**config.mk**
```make
export PLATFORM = sky130hd
export DESIGN_NAME = tx_fire_capture_flat
export DESIGN_NICKNAME = d
export VERILOG_FILES = /design/src/rtl/tx_fire_capture_if.sv /design/src/rtl/tx_fire_capture.sv /design/src/flat_wrapper.sv
export SDC_FILE = /design/constraint.sdc
export NUM_CORES = 1
export LEC_CHECK = 0
export CORE_MARGIN = 2
export CORE_UTILIZATION = 41
export CTS_CLUSTER_DIAMETER = 50
export DETAILED_ROUTE_END_ITERATION = 10
export PLACE_DENSITY = 0.65
export SYNTH_ARGS = -nofsm -noshare
export SYNTH_HDL_FRONTEND = slang
export SYNTH_SLANG_ARGS = --single-unit
```
**constraint.sdc**
```tcl
create_clock -name Clk -period 4.15 [get_ports Clk]
set_input_delay 0.6225 -clock Clk [delete_from_list [all_inputs] [get_ports Clk]]
set_output_delay 0.6225 -clock Clk [all_outputs]
set_load 0.1 [all_outputs]
```
**src/rtl/tx_fire_capture_if.sv**
```systemverilog
// Receive-FIFO write port bundle between the transmit/capture sequencer (master) and the
// A/B receive FIFOs (slave).
interface tx_fire_capture_if #(
  parameter int WIDTH = 3
);
  logic             write_en_fifo_A;
  logic             write_en_fifo_B;
  logic [WIDTH-1:0] write_data_fifo_A;
  logic [WIDTH-1:0] write_data_fifo_B;
  logic             fifo_A_full;
  logic             fifo_B_full;

  modport master (
    output write_en_fifo_A, write_en_fifo_B, write_data_fifo_A, write_data_fifo_B,
    input  fifo_A_full, fifo_B_full
  );

  modport slave (
    input  write_en_fifo_A, write_en_fifo_B, write_data_fifo_A, write_data_fifo_B,
    output fifo_A_full, fifo_B_full
  );
endinterface

```
**src/rtl/tx_fire_capture.sv**
```systemverilog
// Per scan line: fire delayed A/B transmit pulses, then stream DEPTH ADC echo samples per channel
// into the receive FIFOs. Optional macro CAPTURE_BLANK_EN inserts a ringdown gap before capture.
module tx_fire_capture #(
  parameter int DEPTH        = 16,
  parameter int PTR_LEN      = 4,
  parameter int WIDTH        = 3,
  parameter int SCAN_LINES   = 2,
  parameter int DELAY_W      = 4,
  parameter int PULSE_LEN    = 4,
  parameter int BLANK_CYCLES = 3
) (
  input  logic               Clk,
  input  logic               reset,
  input  logic               start,
  input  logic [DELAY_W-1:0] delay_A,
  input  logic [DELAY_W-1:0] delay_B,
  input  logic [WIDTH-1:0]   adc_A,
  input  logic [WIDTH-1:0]   adc_B,
  output logic [PTR_LEN-1:0] scan_line,
  output logic               tx_pulse_A,
  output logic               tx_pulse_B,
  output logic               busy,
  output logic               done,
  output logic               overflow,
  tx_fire_capture_if.master  fifo
);

`ifdef CAPTURE_BLANK_EN
  localparam bit BLANK_EN = 1'b1;
`else
  localparam bit BLANK_EN = 1'b0;
`endif

  // Fire-phase counter must reach max(dA,dB)+PULSE_LEN-1 without wrapping.
  localparam int TW = $clog2((2 ** DELAY_W) + PULSE_LEN);

  typedef enum logic [2:0] {IDLE, FIRE, BLANK, CAPTURE, NEXT, DONE} state_t;

  state_t               state, state_nxt;
  logic [TW-1:0]        t, t_nxt;
  logic [PTR_LEN-1:0]   c, c_nxt;
  logic [PTR_LEN-1:0]   line_nxt;
  logic                 latch;
  logic [DELAY_W-1:0]   dly_a, dly_b;
  logic [DELAY_W-1:0]   dly_a_nxt, dly_b_nxt;
  logic [TW-1:0]        fire_last;
  logic                 ovf_nxt;

  function automatic logic in_window(input logic [TW-1:0] tt, input logic [DELAY_W-1:0] d);
    logic [TW-1:0] lo;
    lo = TW'(d);
    return (tt >= lo) && (tt <= lo + TW'(PULSE_LEN - 1));
  endfunction

  assign fire_last = ((dly_a >= dly_b) ? TW'(dly_a) : TW'(dly_b)) + TW'(PULSE_LEN - 1);
  assign dly_a_nxt = latch ? delay_A : dly_a;
  assign dly_b_nxt = latch ? delay_B : dly_b;

  always_comb begin
    state_nxt = state;
    t_nxt     = t;
    c_nxt     = c;
    line_nxt  = scan_line;
    latch     = 1'b0;
    case (state)
      IDLE: begin
        if (start) begin
          state_nxt = FIRE;
          t_nxt     = '0;
          line_nxt  = '0;
          latch     = 1'b1;
        end
      end
      FIRE: begin
        if (t == fire_last) begin
          t_nxt = '0;
          c_nxt = '0;
          if (BLANK_EN) state_nxt = BLANK;
          else          state_nxt = CAPTURE;
        end else begin
          t_nxt = t + TW'(1);
        end
      end
      BLANK: begin
        if (t == TW'(BLANK_CYCLES - 1)) begin
          state_nxt = CAPTURE;
          c_nxt     = '0;
        end else begin
          t_nxt = t + TW'(1);
        end
      end
      CAPTURE: begin
        if (c == PTR_LEN'(DEPTH - 1)) state_nxt = NEXT;
        else                          c_nxt     = c + PTR_LEN'(1);
      end
      NEXT: begin
        if (scan_line == PTR_LEN'(SCAN_LINES - 1)) begin
          state_nxt = DONE;
        end else begin
          state_nxt = FIRE;
          line_nxt  = scan_line + PTR_LEN'(1);
          t_nxt     = '0;
          latch     = 1'b1;
        end
      end
      DONE:    state_nxt = IDLE;
      default: state_nxt = IDLE;
    endcase
  end

  // A full FIFO never stalls capture; the sample is simply lost and flagged.
  always_comb begin
    ovf_nxt = overflow;
    if (state == IDLE && start)
      ovf_nxt = 1'b0;
    else if (state_nxt == CAPTURE && (fifo.fifo_A_full || fifo.fifo_B_full))
      ovf_nxt = 1'b1;
  end

  always_ff @(posedge Clk) begin
    if (latch) begin
      dly_a <= delay_A;
      dly_b <= delay_B;
    end
  end

  always_ff @(posedge Clk or negedge reset) begin
    if (!reset) begin
      state                  <= IDLE;
      t                      <= '0;
      c                      <= '0;
      scan_line              <= '0;
      tx_pulse_A             <= 1'b0;
      tx_pulse_B             <= 1'b0;
      busy                   <= 1'b0;
      done                   <= 1'b0;
      overflow               <= 1'b0;
      fifo.write_en_fifo_A   <= 1'b0;
      fifo.write_en_fifo_B   <= 1'b0;
      fifo.write_data_fifo_A <= '0;
      fifo.write_data_fifo_B <= '0;
    end else begin
      state                  <= state_nxt;
      t                      <= t_nxt;
      c                      <= c_nxt;
      scan_line              <= line_nxt;
      tx_pulse_A             <= (state_nxt == FIRE) && in_window(t_nxt, dly_a_nxt);
      tx_pulse_B             <= (state_nxt == FIRE) && in_window(t_nxt, dly_b_nxt);
      busy                   <= (state_nxt != IDLE);
      done                   <= (state_nxt == DONE);
      overflow               <= ovf_nxt;
      fifo.write_en_fifo_A   <= (state_nxt == CAPTURE) && !fifo.fifo_A_full;
      fifo.write_en_fifo_B   <= (state_nxt == CAPTURE) && !fifo.fifo_B_full;
      fifo.write_data_fifo_A <= adc_A;
      fifo.write_data_fifo_B <= adc_B;
    end
  end

endmodule

```
**src/flat_wrapper.sv**
```systemverilog
// flat-port wrapper written by rule: the top's interface ports become plain ports
module tx_fire_capture_flat 
#(
  parameter int DEPTH        = 16,
  parameter int PTR_LEN      = 4,
  parameter int WIDTH        = 3,
  parameter int SCAN_LINES   = 2,
  parameter int DELAY_W      = 4,
  parameter int PULSE_LEN    = 4,
  parameter int BLANK_CYCLES = 3
)
  (Clk, reset, start, delay_A, delay_B, adc_A, adc_B, scan_line, tx_pulse_A, tx_pulse_B, busy, done, overflow, fifo_write_en_fifo_A, fifo_write_en_fifo_B, fifo_write_data_fifo_A, fifo_write_data_fifo_B, fifo_fifo_A_full, fifo_fifo_B_full);
  tx_fire_capture_if #(.WIDTH(WIDTH)) fifo_i ();
  input  logic Clk;
  input  logic reset;
  input  logic start;
  input  logic [DELAY_W-1:0] delay_A;
  input  logic [DELAY_W-1:0] delay_B;
  input  logic [WIDTH-1:0] adc_A;
  input  logic [WIDTH-1:0] adc_B;
  output logic [PTR_LEN-1:0] scan_line;
  output logic tx_pulse_A;
  output logic tx_pulse_B;
  output logic busy;
  output logic done;
  output logic overflow;
  output wire logic [$bits(fifo_i.write_en_fifo_A)-1:0] fifo_write_en_fifo_A;
  output wire logic [$bits(fifo_i.write_en_fifo_B)-1:0] fifo_write_en_fifo_B;
  output wire logic [$bits(fifo_i.write_data_fifo_A)-1:0] fifo_write_data_fifo_A;
  output wire logic [$bits(fifo_i.write_data_fifo_B)-1:0] fifo_write_data_fifo_B;
  input wire logic [$bits(fifo_i.fifo_A_full)-1:0] fifo_fifo_A_full;
  input wire logic [$bits(fifo_i.fifo_B_full)-1:0] fifo_fifo_B_full;
  assign fifo_write_en_fifo_A = fifo_i.write_en_fifo_A;
  assign fifo_write_en_fifo_B = fifo_i.write_en_fifo_B;
  assign fifo_write_data_fifo_A = fifo_i.write_data_fifo_A;
  assign fifo_write_data_fifo_B = fifo_i.write_data_fifo_B;
  assign fifo_i.fifo_A_full = fifo_fifo_A_full;
  assign fifo_i.fifo_B_full = fifo_fifo_B_full;
  tx_fire_capture #(.DEPTH(DEPTH), .PTR_LEN(PTR_LEN), .WIDTH(WIDTH), .SCAN_LINES(SCAN_LINES), .DELAY_W(DELAY_W), .PULSE_LEN(PULSE_LEN), .BLANK_CYCLES(BLANK_CYCLES)) u_core (.Clk(Clk), .reset(reset), .start(start), .delay_A(delay_A), .delay_B(delay_B), .adc_A(adc_A), .adc_B(adc_B), .scan_line(scan_line), .tx_pulse_A(tx_pulse_A), .tx_pulse_B(tx_pulse_B), .busy(busy), .done(done), .overflow(overflow), .fifo(fifo_i));
endmodule
```
* Word level (Yosys, flattened, before mapping)
Cells that the tools add are included.
** Storage, ports and cells
- Bits in registers :: 37
- Bits of input ports :: 19
- Output and inout bits :: 17
- Word-level logic and storage cells :: 86
** Operators by class
- $add $sub $neg :: 6
- Magnitude comparators :: 5
- Equal/unequal tests :: 16
- Multiplexer cells :: 26
- Reductions and logical operators :: 18
** Operators by type and width (count)
- two-way mux 4 bit :: 8
- two-way mux 5 bit :: 4
- one-hot mux 5 bit (4 select lines) :: 1
- two-way mux 3 bit :: 5
- one-hot mux 3 bit (5 select lines) :: 1
- one-hot mux 4 bit (3 select lines) :: 1
- adder 4 x 2 -> 5 bit, second input constant :: 2
- >= comparator 5 x 4 -> 1 bit :: 2
- less-or-equal comparator 5 bit :: 2
- == test 3 x 2 -> 1 bit, second input constant :: 3
- adder 4 x 1 -> 4 bit, second input constant :: 2
- logical AND 1 bit :: 8
- one-hot mux 4 bit (2 select lines) :: 1
- == test 3 x 1 -> 1 bit, second input constant :: 2
- == test 3 bit, second input constant :: 2
- != test 2 bit, second input constant :: 3
- nonzero test 3 bit :: 2
- adder 5 x 1 -> 5 bit, second input constant :: 1
- adder 5 x 2 -> 5 bit, second input constant :: 1
- == test 5 x 2 -> 1 bit, second input constant :: 1
- == test 5 bit :: 1
- == test 4 x 1 -> 1 bit, second input constant :: 1
- == test 4 bit, second input constant :: 1
- >= comparator 4 bit :: 1
- other kinds (9) :: 15

* Depth between registers and ports, before layout
Gate-level depths: netlist of the first run.
- Depth in word-level cells :: 10
- Gate-level depth with buffers :: 24
- Gate-level depth less buffers :: 24

* Worst setup path before layout of the first run
No wires, ideal clock.
- Kind :: register to register
- From :: reg u_core.dly_b[2]
- To :: reg u_core.tx_pulse_B
- Library setup time :: 104 ps
- Data arrival time :: 4210 ps
- Setup slack :: -164 ps
- Cell stages (with the launch flop) :: 24
- Buffers on the path :: 0
- Clock period less this slack :: 4314 ps
- Cell sequence :: dfxtp_1 inv_2 ha_1 o21ai_1 and2b_2 nor2_1 mux2i_1 ha_1 or3b_1 nand4_1 o311ai_2 or3_4 o211ai_4 o21ai_0 a21oi_1 inv_1 ha_1 nand2_1 nor2_1 o21ai_0 nand2_1 a21boi_0 mux2i_1 a221oi_1
** Between the ends
- Cells in the longest elaborated chain, start to end :: 9
** Ends and longest elaborated chain
- from (decl) :: RTL line tx_fire_capture.sv:44 : logic [DELAY_W-1:0] dly_a, dly_b;
- from (signal assigned) :: RTL line tx_fire_capture.sv:123 : dly_b <= delay_B;
- >= comparator 4 bit :: RTL line tx_fire_capture.sv:55 : assign fire_last = ((dly_a >= dly_b) ? TW'(dly_a) : TW'(dly_b)) + TW'(PULSE_LEN - 1);
- two-way mux 4 bit (*) :: RTL line tx_fire_capture.sv:55
- adder 5 x 2 -> 5 bit (*) :: RTL line tx_fire_capture.sv:55
- == test 5 bit (*) :: RTL line tx_fire_capture.sv:75 : if (t == fire_last) begin
- two-way mux 5 bit (*) :: RTL line tx_fire_capture.sv:75
- one-hot mux 5 bit (4 select lines) (*) :: RTL line tx_fire_capture.sv:65 : case (state)
- named net u_core.t_nxt[4] :: RTL line tx_fire_capture.sv:40 : logic [TW-1:0] t, t_nxt;
- >= comparator 5 x 4 -> 1 bit or less-or-equal comparator 5 bit (tied branches) :: RTL line tx_fire_capture.sv:52 : return (tt >= lo) && (tt <= lo + TW'(PULSE_LEN - 1));
- logical AND 1 bit (*) :: RTL line tx_fire_capture.sv:52
- logical AND 1 bit (*) :: RTL line tx_fire_capture.sv:148 : tx_pulse_B <= (state_nxt == FIRE) && in_window(t_nxt, dly_b_nxt);
- to (signal assigned) :: RTL line tx_fire_capture.sv:148
- to (decl) :: RTL line tx_fire_capture.sv:21 : output logic tx_pulse_B,
Mark *: on every way through the listed nets, which the timed path passes. The rest lies on a longest branch.
A chain may end at the register's enable or synchronous reset.

* Worst setup path after layout of the first run
- From :: reg u_core.dly_b[2]
- To :: reg u_core.tx_pulse_A
** Between the ends
- Cells in the longest elaborated chain, start to end :: 9
** Ends and longest elaborated chain
- >= comparator 4 bit :: RTL line tx_fire_capture.sv:55
- two-way mux 4 bit (*) :: RTL line tx_fire_capture.sv:55
- adder 5 x 2 -> 5 bit (*) :: RTL line tx_fire_capture.sv:55
- == test 5 bit (*) :: RTL line tx_fire_capture.sv:75
- two-way mux 5 bit (*) :: RTL line tx_fire_capture.sv:75
- one-hot mux 5 bit (4 select lines) (*) :: RTL line tx_fire_capture.sv:65
- named net u_core.t_nxt[4] :: RTL line tx_fire_capture.sv:40
- >= comparator 5 x 4 -> 1 bit or less-or-equal comparator 5 bit (tied branches) :: RTL line tx_fire_capture.sv:52
- logical AND 1 bit (*) :: RTL line tx_fire_capture.sv:52
- logical AND 1 bit (*) :: RTL line tx_fire_capture.sv:147 : tx_pulse_A <= (state_nxt == FIRE) && in_window(t_nxt, dly_a_nxt);
- to (signal assigned) :: RTL line tx_fire_capture.sv:147
- to (decl) :: RTL line tx_fire_capture.sv:20 : output logic tx_pulse_A,
Marked as above.

==> results of run 1 <==
==> stage by stage <==
step / total power, mW / utilization (%) / TNS [ns] / cells / instance area, sq um
final: 2.111 / 58.24 / -0.1921 / 415 / 3468
after global routing: 2.296 / 58.24 / -0.7327 / 415 / 3468
after CTS: 2.055 / 56.58 / 0 / 412 / 3369
after detailed placement: 1.754 / 53.84 / -0.3927 / 402 / 3207
after global placement: 1.725 / 53.84 / -0.05903 / 402 / 3207
after floorplan: 1.378 / - / -0.01489 / 267 / 2566
==> placed cells by master (no fill, tap or decap), types with 8 or more instances in the layout <==
master	instances
mux2i_1	10
inv_1	16
nand2_1	21
a21oi_1	8
o21ai_1	9
ha_1	20
nor2_1	15
buf_4	36
clkdlybuf4s50_1	35
dfrtp_1	29
xnor2_1	8
o21ai_0	12
==> power breakdown <==
group | switching, mW | internal, mW | leakage, nW
logic | 0.750 | 0.567 | 1.14
clock network | 0.132 | 0.135 | 0.0512
registers | 0.0913 | 0.437 | 0.416
==> logic make-up after synthesis <==
family | after synthesis
mux | 13
buf+inv | 29
flops | 37
fa+ha+maj | 28
compound gates | 56
xor+xnor | 11
simple gates | 93
==> worst max-delay path by stage <==
stage	startpoint	end	slack, ns	cells after the start
after global routing	u_core.dly_b[3]	u_core.tx_pulse_B	-0.37	21
after floorplan	u_core.dly_b[1]	u_core.tx_pulse_A	-0.007	23
after global placement	u_core.dly_b[3]	u_core.tx_pulse_A	-0.03	23
after detailed placement	u_core.dly_b[1]	u_core.tx_pulse_A	-0.21	23
final	u_core.dly_b[2]	u_core.tx_pulse_A	-0.12	23
after CTS	u_core.dly_b[2]	u_core.tx_pulse_A	0.0009	21
==> registers in the layout (all words and copies together), names as in the netlist <==
name                           flops
u_core.dly_b                       4
u_core.fifo.write_en_fifo_B        1
u_core.tx_pulse_B                  1
u_core.fifo.write_data_fifo_B      3
u_core.c                           4
u_core.dly_a                       4
u_core.tx_pulse_A                  1
u_core.busy                        1
u_core.fifo.write_en_fifo_A        1
u_core.state                       3
u_core.t                           5
u_core.done                        1
u_core.fifo.write_data_fifo_A      3
u_core.scan_line                   4
u_core.overflow                    1
==> layer usage <==
| metal | wire, microns | global-route usage (%) |
|---|---|---|
| met1 | 2559 | 20.70 |
| met2 | 2855 | 30.79 |
| met3 | 207 | 3.479 |
| met4 | 80 | 6.706 |
| met5 | 0 | 0 |
==> timing repair <==
item,in CTS,in global routing
buffers inserted,2,3
pin swaps,7,15
gates resized for setup,15,17
setup endpoints to repair,2,2
==> final cells by class <==
cell class / count / area [sq um]
repair buffers: 71 / 620.6
fillers: 522 / 2487
clock inverters: 2 / 13.76
well taps: 75 / 93.84
clock buffers: 6 / 82.58
inverters: 23 / 92.59
flip-flops and latches: 37 / 890.9
multi-input cells: 201 / 1674
==> critical path, stage by stage, from the launching register on <==
cell and delay [ns]:
dfxtp_2 0.34, inv_2 0.05, ha_4 0.26, o21ai_4 0.05, and2b_2 0.22, nor2_4 0.12, mux2i_1 0.22, ha_2 0.23
or3b_1 0.35, nand4_1 0.12, o311ai_2 0.14, or3_4 0.40, o211ai_4 0.26, o21ai_2 0.10, a21oi_2 0.18, inv_2 0.09
ha_4 0.22, nand2_2 0.06, nor2_2 0.03, o21ai_1 0.13, nand2_1 0.08, a21boi_1 0.15, mux2i_1 0.09, a221oi_1 0.28
==> results.txt, run 1 <==
On the final layout, the worst hold slack is 0.5132 ns. After synthesis, the largest family of logic cells by area is simple AND/OR/NAND/NOR gates. The number of global-route vias before repair is 2127. Setup repair after global routing could not meet its margin everywhere. The number of nets in the finished design came out at 386. The number of clock buffers added by TritonCTS is 5. The global-route usage over all layers came out at 17.42%.

The violation count after the first detailed-routing iteration is 59. The worst hold path passes through 2 cells. STA classifies the critical path startpoint as a flop. The final number of setup-violating endpoints is 2. TritonCTS built the clock tree. Detailed routing inserted a total of 2163 vias.

A synthesized cell averages 9.555 sq um. The part of the cycle the worst path needs is 103.0%. The post-synthesis instance total came out at 267.

The congestion estimate from routability-driven global placement came to 0.7695. After detailed routing, the number of remaining DRC violations is 0. For this run, the leading register cell type out of synthesis is dfrtp_1. The kind of critical path is flop to flop. The post-detailed-placement half-perimeter wirelength is 4440 microns. The reg2reg setup slack is -0.12 ns.

The worst slew margin relative to its limit came out at 35.35%. The largest total area in the synthesized netlist belongs to dfrtp_1. The time the worst path needs with I/O delays and setup is 4.275 ns. The core area is 0.005956 sq mm. Sequential cells were found to cover 34.72% of the synthesized design area. The area share of the leading cell type in the synthesized netlist came out at 28.45%. The count of input and output buffers is 35. The number of placement rows came out at 28. Summing every instance area after synthesis gives 0.002551 sq mm. The endpoint required time on the critical path came out at 4.33 ns. The worst register-to-register path begins at u_core.dly_b[2]. Yosys mapped a number of flops with a built-in enable equal to 0. The tree built by TritonCTS fans out to 37 sinks. The routed via count divided by cell count came out at 5.212. The register clock-pin slew on the reported worst setup and hold paths is 0.08 ns.

Sorting the synthesized cells by area gives the leading types as dfrtp_1 28%, ha_1 14%, dfxtp_1 6.3%. The share of cells above drive strength 1 is 27.06%. The number of antenna cells inserted came out at 0. The simple logic cell fraction of the synthesized area came out at 21.19%. The die is 82.88 microns wide. CTS placed an instance of clkbuf_8 at the clock tree root.

Hold repair after CTS inserted 0 buffers. The clock latency on the worst-skew pair is 0.29 ns. The endpoint arrival time on the critical path came out at 4.46 ns. The run finished, with violations left.

By count the netlist is led by 29 x dfrtp_1, 28 x ha_1, 22 x nand2_1, 20 x inv_1, 19 x o21ai_0. The count of yosys warnings during synthesis is 0. The number of nets handed over by synthesis was 314.

The initial utilization of the core area, before any placement, comes to 42.84%. The share of synthesized area spent on multiplexers is 5.591%. The ratio of total power to cell area is 608.7 mW/mm^2. Measured along the y axis, the die boundary spans 82.88 microns. The largest vdd supply drop is 386.6 uV.

The pre-antenna-repair detailed-routing pass consisted of 4 iterations. The remaining number of nets flagged by the antenna check after routing is 0. The slew of the pin with the lowest slew margin is 0.9667 ns.

The final reports fail on negative setup slack. The max-slew violation total from the final report came out at 0. The die footprint is 0.006869 sq mm. The final worst setup slack came out at -0.1246 ns.

Of the total synthesized cell area, the portion taken by full adders, half adders and majority gates is 13.73%. In this run the worst hold path is classified as flop to flop. The share of flip-flops with an asynchronous set or reset came out at 78.38%. The aggregate global routing overflow is 0. The initial antenna violation count came to 0. The depth of the worst register-to-register path is 23. The number of hold-slack violations in the final timing report was 0. In this run the most critical hold path is launched from u_core.c[1]. The count of pins on the block boundary came out at 36. The hold path endpoint is u_core.c[1].

The detailed-route wire length per cell came out at 13.74 microns. The post-place setup slack is -0.2099 ns. The endpoint of the worst-slack reg-to-reg timing path is u_core.tx_pulse_A. After detailed routing, the total wire length is 5703 microns.

Based on the critical path, the design can be clocked at up to 233.9 MHz. The largest driver fanout on the critical path is 6. The unique cell type count in the Yosys netlist came out at 60. Summed over all cells, the static leakage comes to 1.611 nW. The post-synthesis sequential element count is 37. The number of max-capacitance violations reported is 0.

The most common cell in the synthesized netlist is dfrtp_1. The depth of the CTS H-tree is 2. The first-pass GRT wire length came out at 9777 microns. The area growth from synthesis to layout is 35.95%. The sort of element at the end of the critical path is a flop. The maximum clock path buffer count is 2. The post-synthesis compound-gate area fraction came out at 15.99%.

Between clock sinks in the finished design, the worst skew comes to 0.008534 ns. The maximum number of pins on one net before global-route repair came out at 30. The xor and xnor area share after synthesis came out at 3.776%.
Note: power is estimated with default switching activity, not from simulation.
==> run 2: changes to the inputs <==
--- a/config.mk
+++ b/config.mk
@@ -5,9 +5,9 @@
 export SDC_FILE = /design/constraint.sdc
 export NUM_CORES = 1
 export LEC_CHECK = 0
+export CAP_MARGIN = 25
 export CORE_MARGIN = 2
 export CORE_UTILIZATION = 41
-export CTS_CLUSTER_DIAMETER = 50
 export DETAILED_ROUTE_END_ITERATION = 10
 export PLACE_DENSITY = 0.65
 export SYNTH_ARGS = -nofsm -noshare
==> results of run 2 <==
The final DEF is identical to that of run 1; final timing and power are the same.
==> patch: new RTL, config.mk and constraints of run 1 <==
`DELAY_W` is set to 4 in 2 places; all go to 5.
--- a/src/rtl/tx_fire_capture.sv
+++ b/src/rtl/tx_fire_capture.sv
@@ -7,3 +7,3 @@
   parameter int SCAN_LINES   = 2,
-  parameter int DELAY_W      = 4,
+  parameter int DELAY_W      = 5,
   parameter int PULSE_LEN    = 4,
--- a/src/flat_wrapper.sv
+++ b/src/flat_wrapper.sv
@@ -7,3 +7,3 @@
   parameter int SCAN_LINES   = 2,
-  parameter int DELAY_W      = 4,
+  parameter int DELAY_W      = 5,
   parameter int PULSE_LEN    = 4,
Interface: changed (resized delay_A and delay_B); port bits go from 36 to 38. The function was not compared with the original's and may differ.
==> patch against run 1 <==
- cell area up 16%
- setup slack better by 150 ps
- area after synthesis up 15%
- sequential cell count up 3
- routed wire length up 34%
- sequential share of layout area down 1.9 points
- critical path depth down 1
- non-clock buffer count up 11
- largest cell class unchanged
- highest routed layer unchanged
Power is left out: the tool's default activity adds up to more than one toggle a clock period on the data nets, which glitch-free logic cannot reach.
==> patch: results (changes against run 1) <==
metric,value,unit,change
rr_startpoint,u_core.dly_b[3]$_DFF_P_,,
place.gp.congestion,0.922,,+20%
reg_top3,"u_core.t x6, u_core.dly_a x5, u_core.dly_b x5",,
synth_common_cells,"ha_1 (35), dfrtp_1 (30), inv_1 (26), nand2_1 (26), o21ai_0 (19)",,
whs_path_depth,1,,-1
synthTopCellsByArea,"dfrtp_1 (26%), ha_1 (15%), dfxtp_1 (6.8%)",,
r2r_slack,20,ps,+150 ps
dpl_cell_area,0.00364,mm²,+14%
hold_start,u_core.c[3]$_DFFE_PN0P_,,
grt_first_pass_wirelength,12200,µm,+25%
vias,2623,,+21%
crit_fanout,4,,-2
n_fill_cell,582,,+11%
syn_nets,372,,+18%
antenna-diode-count,0,,unchanged
yosysUniqueCellTypes,61,,+1.7%
clock_skew,9.26,ps,+0.729 ps
path_delay_family,compound AO/OA/AOI/OAI gates,,
ys.flop_type,dfrtp_1,,
clk_pin_slew,90,ps,
arrival,4300,ps,-160 ps
drt_iter0_markers,176,,+200%
grt_max_degree,31,,+3.3%
grt_usage,0.200,,+0.0257
tightest_slew,982,ps,+15.6 ps
r2r_end,u_core.tx_pulse_A$_DFF_PN0_,,
final_nets,450,,+17%
grt_pass1_vias,2549,,+20%
synth_seq_area_share,0.325,,-0.0220
cts-root-buf,clkbuf_8,,
clockBufferDepth,2,,unchanged
outcome,"complete, no violations",,
synthArstFlopShare,0.750,,-0.0338
wl_per_cell,15.5,µm,+13%
drive_above_1_share,0.251,,-0.0193
slowest_delay,350,ps,-50 ps
crit_slowest_cell,dfxtp_1,,
hold_class,reg2reg,,
io_buffers,37,,+5.7%
antenna_found_initial,0,,unchanged
firstDrtPassIters,5,,+1
hold_end,u_core.c[3]$_DFFE_PN0P_,,
yosys_warnings,0,,unchanged
r2r_cells,22,,-4.3%
hpwl,5620,µm,+27%
patch: cell count changes in the layout (fill, tap and decap cells not counted), moves of 5 or more:
| cell | before | now |
|---|---|---|
| inv_1 | 16 | 25 |
| buf_4 | 36 | 44 |
| o21a_1 | 1 | 9 |
| ha_1 | 20 | 26 |
| mux2i_1 | 10 | 15 |
| nand2_1 | 21 | 26 |
| nand3_1 | 5 | 10 |
patch: worst max-delay path by stage:
stage / end / slack (ps)
2_1_floorplan: u_core.tx_pulse_A$_DFF_PN0_ / 9
3_3_place_gp: u_core.tx_pulse_A$_DFF_PN0_ / -30
3_5_place_dp: u_core.tx_pulse_A$_DFF_PN0_ / -230
4_1_cts: u_core.tx_pulse_A$_DFF_PN0_ / 1
5_1_grt: u_core.tx_pulse_A$_DFF_PN0_ / -190
6_report: u_core.tx_pulse_A$_DFF_PN0_ / 20
patch: layout make-up:
| type | count | share of cell area |
|---|---|---|
| inverters | 26 | 0.0242 |
| multi-input cells | 239 | 0.512 |
| well taps | 96 | 0.0298 |
| flip-flops and latches | 40 | 0.237 |
| clock buffers | 5 | 0.0170 |
| clock inverters | 2 | 0.00310 |
| repair buffers | 82 | 0.176 |
patch: timing repair:
action / 4_1_cts / 5_1_grt
cloned: 0 / 0
resized for setup: 18 / 26
setup buffers: 8 / 4
endpoints found under the setup margin: 2 / 2
hold buffers: 0 / 0
pin swaps: 10 / 12
patch: layer usage:
layer,GRT usage,routed length (µm),vias to the layer above
li1,-,-,1292
met3,0.0271,204,17
met5,0,0,-
met2,0.326,3700,51
met4,0.0647,161,0
met1,0.275,3550,1263
patch: stage by stage:
step	utilization	hold WS, ps	cells	setup WS, ps
after floorplan	-	327	316	8.72
after global placement	0.533	520	471	-25.5
after detailed placement	0.533	522	471	-227
after CTS	0.569	541	486	1.00
after global routing	0.591	574	490	-188
final	0.591	537	490	21.9
patch: kinds of logic (layout without fill, tap and decap cells):
group	Yosys count	in the layout	synth area share
DFF	40	40	0.325
buffers and inverters	37	115	0.0488
AOI/OAI and AO/OA	79	79	0.200
and+or+nand+nor	91	91	0.163
muxes	21	21	0.0749
xor gates and xnor gates	13	13	0.0389
adders and majority gates	35	35	0.150
